## config.mk

```make
export PLATFORM = sky130hd
export DESIGN_NAME = spi_word_serdes
export DESIGN_NICKNAME = d
export VERILOG_FILES = /design/src/rtl/spi_serdes_pkg.sv /design/src/rtl/spi_word_serdes_rx.sv /design/src/rtl/spi_word_serdes.sv
export SDC_FILE = /design/constraint.sdc
export NUM_CORES = 1
export LEC_CHECK = 0
export CORE_MARGIN = 2
export CORE_UTILIZATION = 52
export DETAILED_ROUTE_END_ITERATION = 10
export PLACE_DENSITY = 0.78
export SLEW_MARGIN = 5
export SYNTH_ARGS = -nofsm -noshare
export SYNTH_HDL_FRONTEND = slang
export SYNTH_HIERARCHICAL = 1
export SYNTH_SLANG_ARGS = --single-unit
```

## constraint.sdc

```tcl
create_clock -name clk -period 2.1 [get_ports clk]
set_input_delay 0.315 -clock clk [delete_from_list [all_inputs] [get_ports clk]]
set_output_delay 0.315 -clock clk [all_outputs]
set_load 0.1 [all_outputs]
```

## src/rtl/spi_serdes_pkg.sv

```systemverilog
// Shared types and constants for the SPI word serialiser/deserialiser.
// TX state encoding, bytes-per-word helper and the default idle fill byte.
package spi_serdes_pkg;

  typedef enum logic [1:0] {
    ST_EMPTY  = 2'd0,
    ST_WAIT   = 2'd1,
    ST_LOADED = 2'd2
  } tx_state_t;

  localparam logic [7:0] FILL_BYTE_DEFAULT = 8'hFF;

  function automatic int bytes_per_word(input int data_width, input int spi_data_width);
    return data_width / spi_data_width;
  endfunction

endpackage

```

## src/rtl/spi_word_serdes_rx.sv

```systemverilog
// RX byte-to-word assembler: first received byte lands in the most significant lane,
// and the completed word is presented with a one-cycle rx_wr strobe.
module spi_rx_assembler
  import spi_serdes_pkg::*;
#(
  parameter int DATA_WIDTH     = 32,
  parameter int SPI_DATA_WIDTH = 8
) (
  input  logic                      clk,
  input  logic                      rst,
  input  logic                      byte_valid,
  input  logic [SPI_DATA_WIDTH-1:0] byte_data,
  input  logic                      frame_end,
  output logic                      rx_wr,
  output logic [DATA_WIDTH-1:0]     rx_word
);

  localparam int BYTES = bytes_per_word(DATA_WIDTH, SPI_DATA_WIDTH);
  localparam int IDX_W = $clog2(BYTES);

  logic [DATA_WIDTH-1:0] acc_reg;
  logic [DATA_WIDTH-1:0] acc_next;
  logic [IDX_W-1:0]      rx_idx_reg;

  // Writing each byte into its own lane is equivalent to shifting in from the low end,
  // once the word is complete; stale lanes beyond rx_idx are always overwritten first.
  genvar gi;
  generate
    for (gi = 0; gi < BYTES; gi++) begin : g_lane
      assign acc_next[DATA_WIDTH-1-gi*SPI_DATA_WIDTH -: SPI_DATA_WIDTH] =
        (rx_idx_reg == IDX_W'(gi)) ? byte_data
                                   : acc_reg[DATA_WIDTH-1-gi*SPI_DATA_WIDTH -: SPI_DATA_WIDTH];
    end
  endgenerate

  always_ff @(posedge clk or posedge rst) begin
    if (rst) begin
      acc_reg    <= '0;
      rx_idx_reg <= '0;
      rx_wr      <= 1'b0;
      rx_word    <= '0;
    end else begin
      rx_wr <= 1'b0;
      if (frame_end) begin
        rx_idx_reg <= '0;
      end else if (byte_valid) begin
        acc_reg <= acc_next;
        if (rx_idx_reg == IDX_W'(BYTES - 1)) begin
          rx_idx_reg <= '0;
          rx_word    <= acc_next;
          rx_wr      <= 1'b1;
        end else begin
          rx_idx_reg <= rx_idx_reg + 1'b1;
        end
      end
    end
  end

endmodule

```

## src/rtl/spi_word_serdes.sv

```systemverilog
// Word <-> byte bridge between the SPI slave core and the word-wide SPI buffers.
// Define SPI_SERDES_UNDERRUN_CNT_EN to add the saturating underrun_cnt output.
module spi_word_serdes
  import spi_serdes_pkg::*;
#(
  parameter int                        DATA_WIDTH     = 32,
  parameter int                        SPI_DATA_WIDTH = 8,
  parameter logic [SPI_DATA_WIDTH-1:0] FILL_BYTE      = FILL_BYTE_DEFAULT
) (
  input  logic                      clk,
  input  logic                      rst,
  input  logic                      tx_avail,
  output logic                      tx_req,
  input  logic [DATA_WIDTH-1:0]     tx_word,
  output logic                      rx_wr,
  output logic [DATA_WIDTH-1:0]     rx_word,
  input  logic                      spi_frame,
  input  logic                      spi_ready,
  input  logic [SPI_DATA_WIDTH-1:0] spi_data_receive,
  output logic [SPI_DATA_WIDTH-1:0] spi_data_send,
  output logic                      tx_underrun
`ifdef SPI_SERDES_UNDERRUN_CNT_EN
  ,
  output logic [15:0]               underrun_cnt
`endif
);

  localparam int BYTES = bytes_per_word(DATA_WIDTH, SPI_DATA_WIDTH);
  localparam int IDX_W = $clog2(BYTES);

  tx_state_t             state_reg;
  logic [DATA_WIDTH-1:0] word_reg;
  logic [IDX_W-1:0]      tx_idx_reg;
  logic                  frame_reg;
  logic                  byte_valid;
  logic                  frame_end;
  logic                  underrun_event;
  logic [SPI_DATA_WIDTH-1:0] tx_lane [BYTES];

  assign byte_valid     = spi_ready & spi_frame;
  assign frame_end      = frame_reg & ~spi_frame;
  assign underrun_event = byte_valid & (state_reg != ST_LOADED);

  // The read strobe is decoded from EMPTY so a freshly consumed word refetches on the next cycle.
  assign tx_req = ~rst & tx_avail & (state_reg == ST_EMPTY);

  genvar gi;
  generate
    for (gi = 0; gi < BYTES; gi++) begin : g_tx_lane
      assign tx_lane[gi] = word_reg[DATA_WIDTH-1-gi*SPI_DATA_WIDTH -: SPI_DATA_WIDTH];
    end
  endgenerate

  always_comb begin
    spi_data_send = FILL_BYTE;
    if (state_reg == ST_LOADED) spi_data_send = tx_lane[tx_idx_reg];
  end

  always_ff @(posedge clk or posedge rst) begin
    if (rst) begin
      state_reg   <= ST_EMPTY;
      word_reg    <= '0;
      tx_idx_reg  <= '0;
      frame_reg   <= 1'b0;
      tx_underrun <= 1'b0;
    end else begin
      frame_reg   <= spi_frame;
      tx_underrun <= underrun_event;
      case (state_reg)
        ST_EMPTY: begin
          if (tx_avail) state_reg <= ST_WAIT;
        end
        ST_WAIT: begin
          word_reg   <= tx_word;
          tx_idx_reg <= '0;
          state_reg  <= ST_LOADED;
        end
        ST_LOADED: begin
          // An untouched word survives a frame end; a partly sent one is dropped.
          if (frame_end && tx_idx_reg != '0) begin
            tx_idx_reg <= '0;
            state_reg  <= ST_EMPTY;
          end else if (byte_valid) begin
            if (tx_idx_reg == IDX_W'(BYTES - 1)) begin
              tx_idx_reg <= '0;
              state_reg  <= ST_EMPTY;
            end else begin
              tx_idx_reg <= tx_idx_reg + 1'b1;
            end
          end
        end
        default: state_reg <= ST_EMPTY;
      endcase
    end
  end

`ifdef SPI_SERDES_UNDERRUN_CNT_EN
  logic        frame_start;
  logic [15:0] underrun_cnt_reg;

  assign frame_start  = spi_frame & ~frame_reg;
  assign underrun_cnt = underrun_cnt_reg;

  always_ff @(posedge clk or posedge rst) begin
    if (rst) begin
      underrun_cnt_reg <= '0;
    end else if (frame_start) begin
      underrun_cnt_reg <= underrun_event ? 16'd1 : 16'd0;
    end else if (underrun_event && underrun_cnt_reg != 16'hFFFF) begin
      underrun_cnt_reg <= underrun_cnt_reg + 16'd1;
    end
  end
`endif

  spi_rx_assembler #(
    .DATA_WIDTH    (DATA_WIDTH),
    .SPI_DATA_WIDTH(SPI_DATA_WIDTH)
  ) u_rx (
    .clk       (clk),
    .rst       (rst),
    .byte_valid(byte_valid),
    .byte_data (spi_data_receive),
    .frame_end (frame_end),
    .rx_wr     (rx_wr),
    .rx_word   (rx_word)
  );

endmodule

```

==> metrics.txt <==
drt first pass iters=4; Max FO, Critical Path=8; CP delay by family, top=multiplexers; I/O Buffers=between 80 and 90; Die Area=9490 sq um; Leakage=2.82 nW; clock sink total=97; worst slack, placed=0.0512 ns; diodes inserted=0; syn_area_per_cell=15.7 sq um; CTS Buf Count=9; Syn Nets=around 340; Rows=34; crit path buf inv count=2; Chip Width=97.4 microns; post-synthesis cell area=4540 sq um; Worst-path clk slew=0.10 ns; Most common cell on crit path=buf_12; Simple-Gate Fraction of Synth Area=4.14%; status=complete, no violations; most common library cells after synthesis=dfrtp_1 (97), mux2_2 (73), mux2_4 (32), ha_1 (11); Syn. warnings=6; Setup crit start kind=register; Area Overhead vs Synth=28.9%; Power Dens Cells=1450 nW/um^2; Worst-Skew Late Latency=0.37 ns; crit path kind=register to primary output; post-DP HPWL=6150 microns; Synth async-reset ratio=100%; Slew @ Worst Pin=0.521 ns; top-area cell type share of the netlist area=53.5%; Logic pwr share=51.7%; sequential area share after synthesis=a little over half; Post-synth EDFFs=0; DRT iter0 DRCs=94; unrepaired setup endpoints after global routing=yes; CTS tree=done; vias per inst=5.30; Sw Ratio=42.7%; Compound-Gate Fraction of Synth Area=0.883%; Final Instance Area=5850 sq um; CP arrival=1.71 ns; clk buf depth=2; Initial Utilization=52.8%; Synth Flop Type=dfrtp_1; post-route ant nets=0; Crit. End Element=primary output; DRT Wirelength=8580 microns; XOR/XNOR Fraction of Synth Area=0%; Critical Path RT=~1.8 ns; clock power share=13.3%; Yosys cell types=27; GP Congestion=0.799; worst vdd ir=0.805 mV; Routed wire per std cell=between 15 and 20 microns; total number of vias=2650; Post-Synth Adder-Cell Area=under 10%; largest net degree at the start of global routing=39; Slew Viols, Final=0; crit path time final=approximately 2.0 ns; Synth area leaders=dfrtp_1 (54%), mux2_2 (18%), mux2_4 (11%); fmax=approximately 500 MHz; internal cell power=roughly 0.0049 W; final hold viol count=0; biggest area consumer among synthesized cells=dfrtp_1; relative slew slack=65.3%; num ports=88; sequential share of power=35.0%; Fin Clk Skew=0.0132 ns; largest family of logic cells by synthesized area=multiplexers; Total GRT Usage=19.1%; FILL cells=598; worst hold-check path type=input pin to async pin; residual overflow from global routing=0; crit-path cells=buf_12 -> mux4_2 -> nand2b_4 -> buf_12; total power=around 0.0085 W; first-pass GRT wire length=14200 microns; initial antenna violation count=0; layout cells sized above 1=51.8%; H-tree depth=3; setup ws final=0.0703 ns; count leader, synth=dfrtp_1; CP max stage cell=mux4_2; multiplexer area fraction after synthesis=35.1%; number of remaining DRC errors=0; #FFs+latches synth=97; Worst path max stage delay=0.51 ns; # nets final=443; number of global-route vias before repair=2878; final period utilization=96.7%; placed inst area=5580 sq um; sw power=about 0.0036 W; maxcap violations=0; core area=8590 sq um; Die Y=97.4 microns; Final setup viols=0; cells after synthesis=288; Root Driver=clkbuf_8
[repair_timing]
action | CTS | global route
gates resized for setup | 3 | 6
hold buffers | 0 | 0
setup buffers | 3 | 1
setup endpoints to repair | 8 | 8
[cell usage in the layout (no fill, tap or decap)]
cell,instances
nor2_1,2
clkbuf_1,1
a22o_1,2
buf_4,46
nand2b_4,8
nand3b_4,1
dfrtp_2,1
clkbuf_8,9
mux2_1,9
clkinv_2,1
clkinvlp_4,1
nand3b_2,3
clkinv_4,1
a21oi_1,1
clkdlybuf4s50_1,44
buf_12,13
and2_1,3
mux2_2,73
inv_6,3
a222oi_1,1
dfrtp_1,96
o31ai_1,1
and3_1,1
or3b_1,1
nor3b_1,1
inv_2,2
nand2_1,1
mux2_4,32
ha_1,11
mux4_2,8
nor2b_1,2
inv_1,9
mux2i_1,1
nand2b_1,2
and3_2,1
[worst reg2reg max path, cell delays in order (launching register included)]
cell	delay (ns)
dfrtp_1	0.38
buf_12	0.14
buf_4	0.14
inv_1	0.04
ha_1	0.21
nand2b_1	0.15
a222oi_1	0.40
mux2_1	0.37
[power groups by stage]
stage          Clock [W]  Sequential, W  Combinational (W)
2_1_floorplan          0        0.00417            0.00207
3_3_place_gp           0        0.00297            0.00421
3_5_place_dp           0        0.00301            0.00427
4_1_cts          0.00115        0.00298            0.00432
5_1_grt          0.00122        0.00308            0.00459
6_report         0.00113        0.00298            0.00439
[area by class of cell]
class                           count  area (sq um)  share of cell area, %
Clock inverter                      6          47.5                  0.813
Clock buffer                       10           128                   2.18
Tap cell                          108           135                   2.31
Sequential cell                    97          2430                   41.5
Inverter                           11          41.3                  0.706
Multi-Input combinational cell    165          2020                   34.6
Timing Repair Buffer              103          1050                   17.9
[metrics by stage]
stage,hold slack [ns],setup TNS (ns),std cells,util [%]
6_report,0.297,0,500,68.0
5_1_grt,0.328,-0.00413,500,68.0
4_1_cts,0.299,0,499,67.4
3_5_place_dp,0.482,0,480,64.9
3_3_place_gp,0.462,0,480,64.9
2_1_floorplan,0.346,0,288,-
[final timing paths]
path                       slack, ns                            to  depth (start not counted)                 startpoint
setup / recovery                0.07              spi_data_send[3]                          4  tx_idx_reg[0]$_DFFE_PP0P_
hold / removal                  0.30   u_rx/rx_word[7]$_DFFE_PP0P_                          2                        rst
min in group clk                0.50       tx_lane[19]$_DFFE_PP0N_                          1    tx_lane[19]$_DFFE_PP0N_
max in group asynchronous       1.21  u_rx/rx_word[16]$_DFFE_PP0P_                          3                        rst
setup reg to reg                0.17      state_reg[1]$_DFFE_PP0P_                          7  tx_idx_reg[0]$_DFFE_PP0P_
hold reg to reg                 0.50       tx_lane[19]$_DFFE_PP0N_                          1    tx_lane[19]$_DFFE_PP0N_
[cell families after synthesis]
family | count (synthesis)
compound gates | 5
fa+ha+maj | 11
buf+inv | 26
mux | 123
simple gates | 26
flops | 97
[metal layers]
| layer | track usage [%] | vias up | routed length (microns) |
|---|---|---|---|
| met5 | 0 | - | 0 |
| met3 | 4.53 | 14 | 383 |
| met4 | 7.80 | 0 | 158 |
| li1 | - | 1222 | - |
| met2 | 32.3 | 73 | 4340 |
| met1 | 23.7 | 1341 | 3700 |
Note: power is estimated with default switching activity, not from simulation.
